### src/rtl/load_extend_if.sv
// Load-formatter request/result bundle: request side (IN_*), result side (OUT_*), FLUSH.
// Both sides use valid/ready; a transfer happens on a rising edge where valid && ready.
interface load_extend_if #(
  parameter int DATA_W = 32,
  parameter int TAG_W  = 5
);
  localparam int OFF_W = $clog2(DATA_W / 8);

  logic              FLUSH;
  logic              IN_VALID;
  logic              IN_READY;
  logic [DATA_W-1:0] IN_DATA;
  logic [OFF_W-1:0]  IN_ADDR;
  logic [1:0]        IN_SIZE;
  logic              IN_SIGNED;
  logic [TAG_W-1:0]  IN_TAG;
  logic              OUT_VALID;
  logic              OUT_READY;
  logic [DATA_W-1:0] OUT_DATA;
  logic [TAG_W-1:0]  OUT_TAG;
  logic              OUT_ERR;

  modport slave (
    input  FLUSH, IN_VALID, IN_DATA, IN_ADDR, IN_SIZE, IN_SIGNED, IN_TAG, OUT_READY,
    output IN_READY, OUT_VALID, OUT_DATA, OUT_TAG, OUT_ERR
  );

  modport master (
    output FLUSH, IN_VALID, IN_DATA, IN_ADDR, IN_SIZE, IN_SIGNED, IN_TAG, OUT_READY,
    input  IN_READY, OUT_VALID, OUT_DATA, OUT_TAG, OUT_ERR
  );
endinterface

### src/rtl/load_extend_unit.sv
// Load-data formatter: lane select, sign/zero extension and alignment check,
// buffered through a 2-entry FIFO so a write-back stall never drops a result.
module load_extend_unit #(
  parameter int DATA_W     = 32,
  parameter int TAG_W      = 5,
  parameter bit BIG_ENDIAN = 1'b0
) (
  input  logic           CLK,
  input  logic           RST_N,
  load_extend_if.slave   bus,
  output logic [1:0]     dbg_state_o
);
  localparam int NB    = DATA_W / 8;
  localparam int OFF_W = $clog2(NB);

  typedef enum logic [1:0] {EMPTY = 2'd0, ONE = 2'd1, FULL = 2'd2} state_e;

  typedef struct packed {
    logic [DATA_W-1:0] data;
    logic [TAG_W-1:0]  tag;
    logic              err;
  } entry_t;

  state_e           state_q, state_d;
  entry_t           mem_q [2];
  logic             wr_ptr_q, rd_ptr_q;
  entry_t           fmt;
  logic             push, pop;
  logic [OFF_W+1:0] sz_bytes, addr_ext, off;
  logic [DATA_W-1:0] shifted, mask;
  logic             sgn, err;

  // Big-endian places a field of sz bytes at byte offset NB-sz-addr; for aligned
  // accesses this equals mirroring the field index at its own granularity.
  always_comb begin
    sz_bytes = (OFF_W+2)'(1) << bus.IN_SIZE;
    addr_ext = (OFF_W+2)'(bus.IN_ADDR);
    off      = BIG_ENDIAN ? ((OFF_W+2)'(NB) - sz_bytes - addr_ext) : addr_ext;
    shifted  = bus.IN_DATA >> {off, 3'b000};
    mask     = '0;
    sgn      = 1'b0;
    err      = 1'b0;
    case (bus.IN_SIZE)
      2'd0: begin mask[7:0]  = '1; sgn = shifted[7]; end
      2'd1: begin mask[15:0] = '1; sgn = shifted[15]; err = bus.IN_ADDR[0]; end
      2'd2: begin mask[31:0] = '1; sgn = shifted[31]; err = (bus.IN_ADDR[1:0] != 2'b00); end
      default: begin mask = '1; err = (DATA_W == 32) || (bus.IN_ADDR != '0); end
    endcase
    fmt.tag  = bus.IN_TAG;
    fmt.err  = err;
    fmt.data = err ? '0 : ((shifted & mask) | ((bus.IN_SIGNED && sgn) ? ~mask : '0));
  end

  assign push = bus.IN_VALID && bus.IN_READY;
  assign pop  = (state_q != EMPTY) && bus.OUT_READY && !bus.FLUSH;

  always_comb begin
    state_d = state_q;
    if (bus.FLUSH) begin
      state_d = EMPTY;
    end else begin
      case (state_q)
        EMPTY: if (push) state_d = ONE;
        ONE: begin
          if (push && !pop)      state_d = FULL;
          else if (pop && !push) state_d = EMPTY;
        end
        FULL:    if (pop) state_d = ONE;
        default: state_d = EMPTY;
      endcase
    end
  end

  always_ff @(posedge CLK or negedge RST_N) begin
    if (!RST_N) state_q <= EMPTY;
    else        state_q <= state_d;
  end

  always_ff @(posedge CLK or negedge RST_N) begin
    if (!RST_N) begin
      wr_ptr_q <= 1'b0;
      rd_ptr_q <= 1'b0;
      mem_q[0] <= '0;
      mem_q[1] <= '0;
    end else if (bus.FLUSH) begin
      wr_ptr_q <= 1'b0;
      rd_ptr_q <= 1'b0;
    end else begin
      if (push) begin
        mem_q[wr_ptr_q] <= fmt;
        wr_ptr_q        <= ~wr_ptr_q;
      end
      if (pop) rd_ptr_q <= ~rd_ptr_q;
    end
  end

  // IN_READY depends only on registered state, never on OUT_READY.
  assign bus.IN_READY  = RST_N && !bus.FLUSH && (state_q != FULL);
  assign bus.OUT_VALID = (state_q != EMPTY);
  assign bus.OUT_DATA  = mem_q[rd_ptr_q].data;
  assign bus.OUT_TAG   = mem_q[rd_ptr_q].tag;
  assign bus.OUT_ERR   = mem_q[rd_ptr_q].err;
  assign dbg_state_o   = state_q;
endmodule

### src/flat_wrapper.sv
// flat-port wrapper written by rule: the top's interface ports become plain ports
module load_extend_unit_flat 
#(
  parameter int DATA_W     = 32,
  parameter int TAG_W      = 5,
  parameter bit BIG_ENDIAN = 1'b0
)
  (CLK, RST_N, dbg_state_o, bus_FLUSH, bus_IN_VALID, bus_IN_DATA, bus_IN_ADDR, bus_IN_SIZE, bus_IN_SIGNED, bus_IN_TAG, bus_OUT_READY, bus_IN_READY, bus_OUT_VALID, bus_OUT_DATA, bus_OUT_TAG, bus_OUT_ERR);
  load_extend_if #(.DATA_W(DATA_W), .TAG_W(TAG_W)) bus_i ();
  input  logic CLK;
  input  logic RST_N;
  output logic [1:0] dbg_state_o;
  input wire logic [$bits(bus_i.FLUSH)-1:0] bus_FLUSH;
  input wire logic [$bits(bus_i.IN_VALID)-1:0] bus_IN_VALID;
  input wire logic [$bits(bus_i.IN_DATA)-1:0] bus_IN_DATA;
  input wire logic [$bits(bus_i.IN_ADDR)-1:0] bus_IN_ADDR;
  input wire logic [$bits(bus_i.IN_SIZE)-1:0] bus_IN_SIZE;
  input wire logic [$bits(bus_i.IN_SIGNED)-1:0] bus_IN_SIGNED;
  input wire logic [$bits(bus_i.IN_TAG)-1:0] bus_IN_TAG;
  input wire logic [$bits(bus_i.OUT_READY)-1:0] bus_OUT_READY;
  output wire logic [$bits(bus_i.IN_READY)-1:0] bus_IN_READY;
  output wire logic [$bits(bus_i.OUT_VALID)-1:0] bus_OUT_VALID;
  output wire logic [$bits(bus_i.OUT_DATA)-1:0] bus_OUT_DATA;
  output wire logic [$bits(bus_i.OUT_TAG)-1:0] bus_OUT_TAG;
  output wire logic [$bits(bus_i.OUT_ERR)-1:0] bus_OUT_ERR;
  assign bus_i.FLUSH = bus_FLUSH;
  assign bus_i.IN_VALID = bus_IN_VALID;
  assign bus_i.IN_DATA = bus_IN_DATA;
  assign bus_i.IN_ADDR = bus_IN_ADDR;
  assign bus_i.IN_SIZE = bus_IN_SIZE;
  assign bus_i.IN_SIGNED = bus_IN_SIGNED;
  assign bus_i.IN_TAG = bus_IN_TAG;
  assign bus_i.OUT_READY = bus_OUT_READY;
  assign bus_IN_READY = bus_i.IN_READY;
  assign bus_OUT_VALID = bus_i.OUT_VALID;
  assign bus_OUT_DATA = bus_i.OUT_DATA;
  assign bus_OUT_TAG = bus_i.OUT_TAG;
  assign bus_OUT_ERR = bus_i.OUT_ERR;
  load_extend_unit #(.DATA_W(DATA_W), .TAG_W(TAG_W), .BIG_ENDIAN(BIG_ENDIAN)) u_core (.CLK(CLK), .RST_N(RST_N), .bus(bus_i), .dbg_state_o(dbg_state_o));
endmodule
### config.mk
export PLATFORM = sky130hd
export DESIGN_NAME = load_extend_unit_flat
export DESIGN_NICKNAME = d
export VERILOG_FILES = /design/src/rtl/load_extend_if.sv /design/src/rtl/load_extend_unit.sv /design/src/flat_wrapper.sv
export SDC_FILE = /design/constraint.sdc
export NUM_CORES = 1
export LEC_CHECK = 0
export CORE_AREA = 4 4 95 97
export CTS_CLUSTER_SIZE = 24
export DETAILED_ROUTE_END_ITERATION = 7
export DIE_AREA = 0 0 99 101
export DONT_BUFFER_PORTS = 1
export GPL_ROUTABILITY_DRIVEN = 0
export PLACE_DENSITY_LB_ADDON = 0.08
export SKIP_LAST_GASP = 1
export SYNTH_ARGS = -nofsm -noshare
export SYNTH_HDL_FRONTEND = slang
export SYNTH_SLANG_ARGS = --single-unit
### constraint.sdc
create_clock -name CLK -period 2.3 [get_ports CLK]
set_clock_uncertainty 0.15 [all_clocks]
set_input_delay 0.46 -clock CLK [delete_from_list [all_inputs] [get_ports CLK]]
set_output_delay 0.46 -clock CLK [all_outputs]
set_load 0.02 [all_outputs]
==> impl_results.md, run 1 <==
* Post-synth top flop: dfrtp_1
* Post-Syn Area per Cell at 10.7 µm²
* Final max-slew violation count at 0
* Global-route wire length before repair at ~17000 µm
* Filler-free cell count of the finished design at 502
* CTS tree: done
* Violated checks: hold timing
* Routed vias at 3010
* Fin crit share at 90.8%
* Filler cell count at 717
* Die Height at 101 µm
* Slowest cell on the critical path: dfrtp_1
* Inst Count DP at 484
* Mapped Cells at 395
* Routed WL at between 10000 and 15000 µm
* Setup WS pre-CTS at 0.221 ns
* Worst slew pin tran at 0.555 ns
* Post-synth EDFFs at 0
* Clock Latency Late Sink at around 0.34 ns
* Pwr/cell area at 737 nW/µm²
* Mapped Nets at 442
* Final min period at 2.09 ns
* Max Cap Violations at 0
* Most frequent cells in the layout: dfrtp_1, nand2_1, mux2_2, o21ai_0, o211ai_1
* Critical path class: flop to output port
* Initial Util at 51.8%
* Commonest non-fill, non-tap cell in the layout: dfrtp_1
* # H-tree levels at 3
* Finished Core Util at 56.1%
* Pleak at 2.10 nW
* CP Capture Type: output port
* Setup TNS at 0 ns
* RSZ-0062 raised after global routing: false
* DRC errors left at 0
* Clock Pin Slew Worst Setup and Hold Paths at ~0.090 ns
* Clock sink count at 80
* CP Data Arrival Time at between 1 and 1.5 ns
* Root Driver: clkbuf_8
* DR vias/cell at 6.00
* Final net count at roughly 440
* Dpl cell area at between 4000 and 5000 µm²
* Post-DP HPWL at 7420 µm
* Max VDD drop at between 0.0003 and 0.0004 V
* Leading post-synthesis cells by cell area: dfrtp_1, mux2_2, nand2_1
* Area of the die at 10000 µm²
* Async SR Flop Fraction at 100%
* Area leader, netlist: dfrtp_1
* Deepest clock path buffer count at 2
* Total gr overflow at 0
* WP buf/inv at 0
* Pin count of the biggest net entering global routing at 83
* I/O pin total at between 80 and 90
* Ant. Diodes at 0
* Worst hold path type: input port to asynchronous set/reset pin
* Crit path cell chain: nand2b_1 > and2_1
* Top cell type's share of synthesized area at 47.5%
* Synth cell types at 36
* Core ar. at 8130 µm²
* Drt initial violations at 146
* Overall Global Routing Usage at between 20% and 30%
* Worst slew margin at 62.8%
* Yosys reg bits at 80
* Setup Buffers After CTS at 0
* Cts bufs inserted at 9
* Largest delay share family, worst path: simple AND/OR/NAND/NOR gates
* Antenna-violating nets left at 0
* Max stage delay on crit path at 0.50 ns
* Final hold vios at 80
* Number of global-route vias before repair at 3173
* Routed len/inst at 21.3 µm
* # port buffers at 0
* Sequential area share after synthesis at 47.5%
* Status: complete, but fails checks
* # rows at 33
* Cell area after synthesis at roughly 4200 µm²
* Initial antenna violation count at 0
* Post-CTS Resized at 0
* CP Max Fanout at 8
* Synthesis-to-finish area growth at 8.31%
* Final setup viols at 0
* CP startpoint kind: flop
* Worst setup margin at around 0.21 ns
* Power Total at 3.37 mW
* Share of cells above drive strength 1 at 24.9%
* Ys Warns at 0
* Fin area at 4570 µm²
* Die Wd at 99 µm
* WHS at -0.351 ns
* Req. time, crit path at 1.69 ns
* First drt pass iteration count at 4
* Max Freq at 0.479 GHz
[report_power, final]
group	internal [mW]	switching (mW)
clock network	0.569	0.518
logic	0.266	0.359
registers	1.57	0.0820
[cell families after synthesis]
group / after synthesis / share of synthesized area (%)
simple gates: 106 / 11.2
flops: 80 / 47.5
compound gates: 105 / 18.4
buf+inv: 30 / 3.68
xor+xnor: 1 / 0.208
mux: 73 / 19.0
[metal layers]
metal  vias to the layer above  wire (µm)  GRT usage [%]
li1                       1426          -              -
met1                      1498       4730           28.9
met2                        79       5090           34.9
met3                         7        782           8.24
met4                         0         93           4.62
met5                         -          0              0
[sequential cells by signal, indices dropped and copies added (netlist names)]
name and flops:
u_core.mem_q 76, u_core.dbg_state_o 2, u_core.rd_ptr_q 1, u_core.wr_ptr_q 1
[path summary, 6_finish.rpt]
check | startpoint | endpoint | slack, ns | cells after the start
worst min-delay path | RST_N | u_core.mem_q[4] | -0.35 | 0
worst min register to register | u_core.mem_q[13] | u_core.mem_q[13] | 0.33 | 1
worst max register to register | u_core.dbg_state_o[1] | u_core.mem_q[53] | 0.32 | 4
max in group asynchronous | RST_N | u_core.mem_q[74] | 2.19 | 0
min in group CLK | bus_IN_TAG[1] | u_core.mem_q[40] | 0.11 | 1
worst max-delay path | u_core.dbg_state_o[1] | bus_IN_READY | 0.21 | 2
[cell usage after synthesis (3+ instances only)]
master / n
nand2_1: 67
mux2_2: 56
a21oi_1: 12
buf_6: 3
clkbuf_1: 13
a22o_1: 16
nand2b_1: 3
a22oi_1: 16
nand3_1: 3
nor2b_1: 4
o211ai_1: 23
nor2_1: 16
dfrtp_1: 80
o21ai_0: 25
buf_2: 10
mux2i_1: 17
[layout make-up]
cell class	count	area (µm²)	area share [%]
clock buffer	11	151	3.32
inverter	1	3.75	0.0822
clock inverter	5	65.1	1.43
timing repair buffer	15	143	3.12
sequential	80	2000	43.9
multi-input combinational	285	2070	45.3
tap	105	131	2.88
No activity file was read; power rests on OpenSTA's default activity.
==> run 2: changes to the inputs <==
--- a/config.mk
+++ b/config.mk
@@ -5,13 +5,13 @@
 export SDC_FILE = /design/constraint.sdc
 export NUM_CORES = 1
 export LEC_CHECK = 0
-export CORE_AREA = 4 4 95 97
+export CORE_AREA = 4 4 89 91
 export CTS_CLUSTER_SIZE = 24
 export DETAILED_ROUTE_END_ITERATION = 7
-export DIE_AREA = 0 0 99 101
+export DIE_AREA = 0 0 93 95
 export DONT_BUFFER_PORTS = 1
 export GPL_ROUTABILITY_DRIVEN = 0
-export PLACE_DENSITY_LB_ADDON = 0.08
+export PLACE_DENSITY = 0.78
 export SKIP_LAST_GASP = 1
 export SYNTH_ARGS = -nofsm -noshare
 export SYNTH_HDL_FRONTEND = slang
==> run 2 against run 1 <==
  * The flow still finishes with violations (hold timing)
  * Cell area shrank 2.1%
  * Cell count shrank 1.8%
  * Worst hold slack lost 0.0015 ns
  * Critical path depth is the same
  * Clock power shrank 15%
==> impl_results.md, run 2 (same netlist as run 1, synthesis figures left out) <==
* Reg area at 2000 µm² (about the same)
* Cts bufs inserted at 9 (unchanged)
* Routed WL at 9910 µm (-7.4%)
* Filler cell count at 613 (-15%)
* Overall Global Routing Usage at 23.5% (+1.6 points)
* Commonest non-fill, non-tap cell in the layout: dfrtp_1
* Initial Util at 59.1% (+7.2 points)
* Worst hold path type: input port to asynchronous set/reset pin
* Drt initial violations at 223 (+53%)
* CP Capture Type: output port
* Routed vias at 3047 (+1.2%)
* CTS tree: done
* CP Max Fanout at 8 (unchanged)
* # port buffers at 0 (unchanged)
* Post-DP HPWL at 7080 µm (-4.5%)
* Largest Register: u_core.mem_q
* Clock Latency Late Sink at 0.34 ns (about the same)
* Max Freq at 0.490 GHz (+2.4%)
* Post-CTS Resized at 0 (unchanged)
* Final net count at 437 (-0.46%)
* Critical path class: flop to output port
* Max reg flops at 76 (unchanged)
* CP Data Arrival Time at 1.43 ns (-0.05 ns)
* Antenna-violating nets left at 0 (unchanged)
* Dpl cell area at 4300 µm² (-0.72%)
* Worst slew margin at 64.1% (+1.3 points)
* DR vias/cell at 6.18 (+3.1%)
* Power Total at 3.20 mW (-5.1%)
* DRC errors left at 0 (unchanged)
* Deepest clock path buffer count at 2 (unchanged)
* Routed len/inst at 20.1 µm (-5.7%)
* I/O pin total at 89 (unchanged)
* Root Driver: clkbuf_8
* Area of the die at 8840 µm² (-12%)
* Initial antenna violation count at 0 (unchanged)
* Max Cap Violations at 0 (unchanged)
* CP startpoint kind: flop
* Final max-slew violation count at 0 (unchanged)
* Global-route wire length before repair at 15900 µm (-7.1%)
* Setup TNS at 0 ns (unchanged)
* Req. time, crit path at 1.69 ns (about the same)
* Status: complete, but fails checks
* Synthesis-to-finish area growth at 6.06%
* # H-tree levels at 3 (unchanged)
* Die Height at 95 µm (-5.9%)
* Fin area at 4470 µm² (-2.1%)
* Number of global-route vias before repair at 3016 (-4.9%)
* First drt pass iteration count at 4 (unchanged)
* Pleak at 2.06 nW (-1.7%)
* Share of cells above drive strength 1 at 23.9% (-1.1 points)
* Max VDD drop at 0.000474 V (+21%)
* Final min period at 2.04 ns (-0.0480 ns)
* Pwr/cell area at 715 nW/µm² (-3.1%)
* Ant. Diodes at 0 (unchanged)
* Multi-input combinational cell area at 2060 µm² (-0.48%)
* RSZ-0062 raised after global routing: false
* Clock Pin Slew Worst Setup and Hold Paths at 0.08 ns (about the same)
* # rows at 31 (-6.1%)
* Die Wd at 93 µm (-6.1%)
* Violated checks: hold timing
* Pin count of the biggest net entering global routing at 83 (unchanged)
* Final hold vios at 80 (unchanged)
* Fin crit share at 88.7% (-2.1 points)
* Worst slew pin tran at 0.535 ns (-0.0198 ns)
* Total gr overflow at 0 (unchanged)
* Most frequent cells in the layout: dfrtp_1, nand2_1, mux2_2, o21ai_0, o211ai_1
* Setup Buffers After CTS at 0 (unchanged)
* Final setup viols at 0 (unchanged)
* Clock sink count at 80 (unchanged)
* WHS at -0.353 ns (-0.00150 ns)
* Core ar. at 7140 µm² (-12%)
[run 2: worst paths after layout]
path,start,endpoint,slack (ns),depth (start not counted)
min reg2reg,u_core.mem_q[9],u_core.mem_q[9],0.33,2
max reg2reg,u_core.dbg_state_o[1],u_core.mem_q[23],0.27,5
min,RST_N,u_core.mem_q[38],-0.35,0
max in group asynchronous,RST_N,u_core.mem_q[46],2.21,0
min in group CLK,bus_FLUSH,u_core.rd_ptr_q,0.02,1
max,u_core.dbg_state_o[1],bus_IN_READY,0.26,2
[run 2: critical path, stage by stage (launching register included)]
cell,delay (ns)
dfrtp_1,0.49
nand2b_1,0.28
and2_1,0.31
[run 2: final cells by class]
class                           instances  share of cell area (%)
Clock buffer                           12                    3.47
Multi-Input combinational cell        285                    46.0
Timing Repair Buffer                   13                    2.46
Tap cell                               99                    2.77
Clock inverter                          3                   0.392
Sequential cell                        80                    44.8
Inverter                                1                  0.0840
[run 2: through the flow]
stage	util, %	setup slack, ns	instances	hold slack (ns)
after floorplan	-	0.370	395	0.0144
after global placement	60.2	0.318	478	0.0177
after detailed placement	60.2	0.294	478	0.0174
after CTS	62.6	0.256	493	-0.354
after global routing	62.6	0.127	493	-0.373
final	62.6	0.260	493	-0.353
[run 2: power by group]
group          leakage [nW]  total, mW  internal (mW)  switching [mW]
logic                 0.902      0.614          0.261           0.353
registers              1.07       1.66           1.57          0.0857
clock network        0.0882      0.922          0.442           0.480
total                  2.06       3.20           2.28           0.919
[run 2: layer usage]
layer	vias to the layer above	share of wire [%]	global-route usage [%]
li1	1425	-	-
met5	-	0	0
met3	14	9.6	8.29
met1	1502	41	30.3
met4	0	1.5	7.08
met2	106	48	37.6
==> run 3: changes to the inputs <==
--- a/config.mk
+++ b/config.mk
@@ -6,6 +6,7 @@
 export NUM_CORES = 1
 export LEC_CHECK = 0
 export CORE_AREA = 4 4 89 91
+export CTS_CLUSTER_DIAMETER = 120
 export CTS_CLUSTER_SIZE = 24
 export DETAILED_ROUTE_END_ITERATION = 7
 export DIE_AREA = 0 0 93 95
==> results of run 3 <==
No change in the layout: final DEF, timing and power equal those of run 2.
